[src/rtl/decode_inst_queue.sv]
// N-in/M-out decoded-instruction queue between decode and dispatch: compacts sparse
// enqueue slots in program order and exposes the oldest entries. Optional perf counters: DECODE_QUEUE_PERF_EN.
module decode_inst_queue #(
   parameter int DATA_WIDTH = 126,
   parameter int DEPTH      = 8,
   parameter int ENQ_WIDTH  = 2,
   parameter int DEQ_WIDTH  = 2
) (
   input  logic                            clk,
   input  logic                            rst,
   input  logic                            flush,
   input  logic [ENQ_WIDTH-1:0]            enq_valid,
   input  logic [ENQ_WIDTH*DATA_WIDTH-1:0] enq_data,
   output logic                            enq_ready,
   output logic [DEQ_WIDTH-1:0]            deq_valid,
   output logic [DEQ_WIDTH*DATA_WIDTH-1:0] deq_data,
   input  logic [DEQ_WIDTH-1:0]            deq_ack,
   output logic [$clog2(DEPTH):0]          count,
   output logic                            full,
   output logic                            empty,
   output logic                            get_data_req
`ifdef DECODE_QUEUE_PERF_EN
   ,
   output logic [31:0]                     stall_cycles,
   output logic [31:0]                     empty_cycles
`endif
);

   localparam int PTR_W = $clog2(DEPTH);
   localparam int CNT_W = PTR_W + 1;
   localparam logic [CNT_W-1:0] DEPTH_C = CNT_W'(DEPTH);
   localparam logic [CNT_W-1:0] ENQ_C   = CNT_W'(ENQ_WIDTH);
   localparam logic [CNT_W-1:0] ONE_C   = CNT_W'(1);

   logic [DATA_WIDTH-1:0] mem_q [DEPTH];
   logic [PTR_W-1:0]      head_q, head_d;
   logic [PTR_W-1:0]      tail_q, tail_d;
   logic [CNT_W-1:0]      count_q, count_d;

   logic                  enq_fire;
   logic [CNT_W-1:0]      push, push_eff, pop;
   logic [PTR_W-1:0]      wr_idx [ENQ_WIDTH];
   logic [PTR_W-1:0]      rd_idx [DEQ_WIDTH];
   logic                  ack_run;

   // Space check uses registered count only; same-cycle pops never free room.
   assign enq_ready    = (DEPTH_C - count_q) >= ENQ_C;
   assign get_data_req = enq_ready;
   assign enq_fire     = enq_ready && !flush;
   assign count        = count_q;
   assign full         = (count_q == DEPTH_C);
   assign empty        = (count_q == '0);

   // Each valid slot lands at tail plus the number of valid slots below it.
   always_comb begin
      push = '0;
      for (int i = 0; i < ENQ_WIDTH; i++) begin
         wr_idx[i] = tail_q + push[PTR_W-1:0];
         if (enq_valid[i]) push = push + ONE_C;
      end
      push_eff = enq_fire ? push : '0;
   end

   always_comb begin
      pop     = '0;
      ack_run = 1'b1;
      for (int i = 0; i < DEQ_WIDTH; i++) begin
         deq_valid[i] = count_q > CNT_W'(i);
         rd_idx[i]    = head_q + PTR_W'(i);
         deq_data[i*DATA_WIDTH +: DATA_WIDTH] = deq_valid[i] ? mem_q[rd_idx[i]] : '0;
         ack_run = ack_run && deq_ack[i] && deq_valid[i];
         if (ack_run) pop = pop + ONE_C;
      end
   end

   always_comb begin
      head_d  = head_q;
      tail_d  = tail_q;
      count_d = count_q;
      if (flush) begin
         head_d  = '0;
         tail_d  = '0;
         count_d = '0;
      end else begin
         head_d  = head_q + pop[PTR_W-1:0];
         tail_d  = tail_q + push_eff[PTR_W-1:0];
         count_d = count_q + push_eff - pop;
      end
   end

   always_ff @(posedge clk or posedge rst) begin
      if (rst) begin
         head_q  <= '0;
         tail_q  <= '0;
         count_q <= '0;
      end else begin
         head_q  <= head_d;
         tail_q  <= tail_d;
         count_q <= count_d;
      end
   end

   always_ff @(posedge clk) begin
      if (enq_fire) begin
         for (int i = 0; i < ENQ_WIDTH; i++) begin
            if (enq_valid[i]) mem_q[wr_idx[i]] <= enq_data[i*DATA_WIDTH +: DATA_WIDTH];
         end
      end
   end

`ifdef DECODE_QUEUE_PERF_EN
   logic [31:0] stall_q, empty_q;

   // Both counters saturate and survive flush; only rst clears them.
   always_ff @(posedge clk or posedge rst) begin
      if (rst) begin
         stall_q <= '0;
         empty_q <= '0;
      end else begin
         if ((|enq_valid) && !enq_ready && !flush && (stall_q != 32'hFFFF_FFFF))
            stall_q <= stall_q + 32'd1;
         if (empty && !flush && (empty_q != 32'hFFFF_FFFF))
            empty_q <= empty_q + 32'd1;
      end
   end

   assign stall_cycles = stall_q;
   assign empty_cycles = empty_q;
`endif

   a_count_bound: assert property (@(posedge clk) disable iff (rst) count_q <= DEPTH_C);
   a_pop_bound:   assert property (@(posedge clk) disable iff (rst) pop <= count_q);

endmodule
[config.mk]
export PLATFORM = sky130hd
export DESIGN_NAME = decode_inst_queue
export DESIGN_NICKNAME = d
export VERILOG_FILES = /design/src/rtl/decode_inst_queue.sv
export SDC_FILE = /design/constraint.sdc
export NUM_CORES = 2
export LEC_CHECK = 0
export ABC_AREA = 1
export BUFFER_PORTS_ARGS = -buffer_cell sky130_fd_sc_hd__buf_2
export CORE_UTILIZATION = 40
export CTS_CLUSTER_SIZE = 8
export DETAILED_ROUTE_END_ITERATION = 10
export GPL_TIMING_DRIVEN = 1
export MAX_ROUTING_LAYER = met4
export PLACE_DENSITY_LB_ADDON = 0.12
export SLEW_MARGIN = 20
export SYNTH_ARGS = -nofsm -noshare
export SYNTH_HDL_FRONTEND = slang
export SYNTH_SLANG_ARGS = --single-unit
[constraint.sdc]
create_clock -name clk -period 5.4 [get_ports clk]
set_clock_uncertainty 0.1 [all_clocks]
set_input_delay 0.54 -clock clk [delete_from_list [all_inputs] [get_ports clk]]
set_output_delay 0.54 -clock clk [all_outputs]
set_load 0.005 [all_outputs]
==> run_results.csv <==
group,metric,value,unit
run_status,status,"complete, no violations",
clock_network,cts_made_buffers,147,
detailed_routing,dr.pass1.iters,6,
clock_network,htree_levels,4,
timing,tightest_slew,1190,ps
synthesis,ys_top_cells_by_count,"3809 x nand2_1, 1008 x edfxtp_1, 760 x a21oi_1, 760 x o21ai_0, 527 x nor2_1",
synthesis,synth-main-ff-cell,"edfxtp_1",
detailed_routing,route.met2.wl,117000,um
place,gp_congestion,0.831,
floorplanning,rows,146,
synthesis,synth_compound_area_share,13.4,%
timing,setup_tns,0,ps
synthesis,synth_fa_ha_area_share,0.457,%
floorplanning,initial_core_util,40.4,%
synthesis,synthSimpleGateAreaFrac,29.9,%
detailed_routing,ant_nets,0,
synthesis,synth_top_area_share,47.3,%
clock_network,root_buffer,"clkbuf_16",
synthesis,synth_top_family_by_area,"simple AND/OR/NAND/NOR gates",
timing,rsz0062_at_grt,"no",
grt,first_global_vias,56564,
detailed_routing,met3WireLength,18900,um
floorplanning,dieArea,162000,um^2
synthesis,synth.most_common_cell,"nand2_1",
timing,maxSlewHeadroom,20.5,%
synthesis,syn_area,64000,um^2
floorplanning,dieWidth,402,um
power,powerDensity,532,nW/um^2
timing,clock.fmax,0.209,GHz
floorplanning,die_y,402,um
grt,antenna_found_initial,55,
clock_network,clk_latency,770,ps
cells_and_area,drive_gt1_share,10.8,%
job,cap_violations,0,
worst_setup_path,rr_worst_depth,12,
worst_setup_path,worstPathRequired,4760,ps
detailed_routing,wl_per_cell,22.6,um
detailed_routing,wl_met1,101000,um
floorplanning,core,159000,um^2
timing,finalMaxSlewViolations,0,
floorplanning,io_pins,521,
worst_setup_path,arrival,4140,ps
worst_setup_path,worst_setup_path_end_kind,"output port",
clock_network,cts_hold_buf,3,
synthesis,synth-edff-count,1008,
detailed_routing,via_per_inst,5.55,
clock_network,cts_tree,"built",
clock_network,cts_resized,0,
worst_setup_path,critical_path_class,"register to output port",
timing,holdWs,42.0,ps
grt,grt.total_usage,30.5,%
synthesis,synth_xor_area_share,0.0274,%
clock_network,clk_path_buf_depth,3,
detailed_routing,drt_wl_total,246000,um
detailed_routing,top_layer_used,"met4",
worst_setup_path,path_max_fanout,67,
detailed_routing,drt_iter0_drc,6169,
detailed_routing,drc_errors,0,
synthesis,yosysWarningCount,0,
place,io_buffer_count,520,
timing,fin_crit_sh,88.6,%
timing,setup_viol,0,
synthesis,yosysTopAreaCell,"edfxtp_1",
synthesis,async_flop_share,0.982,%
synthesis,ys_seq_elements,1018,
power,p_leak,30.6,nW
detailed_routing,route.vias.total,60489,
power,vdd_drop_max,553,uV
timing,timing.final.hold_violations,0,
timing,layout_min_cycle_time,4780,ps
cells_and_area,synthToLayoutAreaGrowth,11.1,%
clock_network,post-cts-setup-buffer-count,0,
synthesis,synth.distinct_cells,26,
synthesis,yosys-top-cells-area,"edfxtp_1 47%, nand2_1 22%, a21oi_1 5.9%",
worst_setup_path,start_kind,"register",
grt,grt_pass1_wl,363000,um
min_path,hold_class,"primary input to register",
power,p_total,0.0378,W
synthesis,synthCells,8865,
grt,grt_overflow,0,
clock_network,path_clk_slew,60,ps
synthesis,yosysSeqAreaShare,47.7,%
place,hpwl,134000,um
min_path,min_path_cells,3,
grt,grt_max_degree,249,
synthesis,syn_avg_cell_area,7.22,um^2
cells_and_area,final_util,44.9,%
cells_and_area,final_nets,9042,
clock_network,cts_num_sinks,1018,
synthesis,synthMuxAreaShare,0,%
synthesis,synth_nets,9145,
## stage by stage
stage               cells  worst slack, ps  instance area, um^2
finish              10908              615                71100
global route        10905              463                71100
CTS                 10870              578                71000
detailed placement  10681             1410                66900
global placement    10680             1460                66900
floorplan            8865              267                64000
## logic make-up (layout without fill, tap and decap cells)
| logic type | count (synthesis) | count (layout) |
|---|---|---|
| AOI/OAI and AO/OA | 1647 | 1647 |
| xor gates and xnor gates | 2 | 2 |
| adders and majority gates | 21 | 21 |
| buffers and inverters | 1307 | 1241 |
| DFF | 1018 | 1018 |
| other | 0 | 37 |
| and+or+nand+nor | 4870 | 4870 |
## worst paths after layout
check	slack, ps	start	to
min in group asynchronous	260	rst	tail_q[2]$_DFF_PP0_
max reg2reg	1530	count[1]$_DFF_PP0_	mem_q[6][57]$_DFFE_PP_
max	620	head_q[1]$_DFF_PP0_	deq_data[243]
min reg2reg	590	tail_q[2]$_DFF_PP0_	tail_q[2]$_DFF_PP0_
min	40	enq_data[156]	mem_q[0][30]$_DFFE_PP_
max in group asynchronous	4530	rst	head_q[0]$_DFF_PP0_
## registers in the layout (all words and copies together), names as in the netlist
signal  count
tail_q      3
head_q      3
count       4
mem_q    1008
## report_power, final
part           internal, W  switching (W)  leakage (nW)
Combinational      0.00604         0.0132          19.4
Sequential         0.00965       0.000296          9.27
Clock              0.00510        0.00359          2.00
## layout by cell type (no fill, tap or decap), types with 2 or more instances in the layout
cell,netlist,layout
a21oi_1,760,760
nor2_4,4,8
buf_2,261,520
nand3_1,256,256
nand4_1,8,8
diode_2,0,37
dfrtp_1,10,7
buf_12,0,48
o211ai_1,126,126
dfrtp_4,0,3
nor2_1,527,527
clkbuf_1,447,19
edfxtp_1,1008,1008
inv_6,0,6
inv_16,0,2
fa_1,4,4
or2_2,126,126
nand2_1,3809,3800
clkinv_1,0,2
nand2_4,0,9
clkbuf_16,0,153
clkbuf_8,0,2
clkinv_8,0,2
inv_1,413,413
dlygate4sd3_1,0,3
buf_4,39,67
o21ai_0,760,760
ha_1,17,16
nor3_1,134,134
## worst max-delay path, stage by stage, from the launching register on
cell and delay, ps:
dfrtp_4 680, ha_4 1090, buf_12 350, a21oi_1 80
o21ai_0 120, a21oi_1 80, nor3_1 700, buf_2 240
## per-layer routing
layer	up-vias	GRT usage, %
li1	28496	-
met1	28607	38.2
met2	2823	49.7
met3	563	4.26
met4	0	12.4
met5	-	-
## final cells by class
type,count,area (um^2)
Clock inverter,12,154
Antenna cell,37,92.6
Sequential cell,1018,30500
Fill cell,15722,87400
Clock buffer,174,3930
Tap cell,2072,2590
Inverter,416,1570
Timing Repair Buffer,639,4120
Multi-Input combinational cell,6540,28200
No activity file was read; power rests on OpenSTA's default activity.
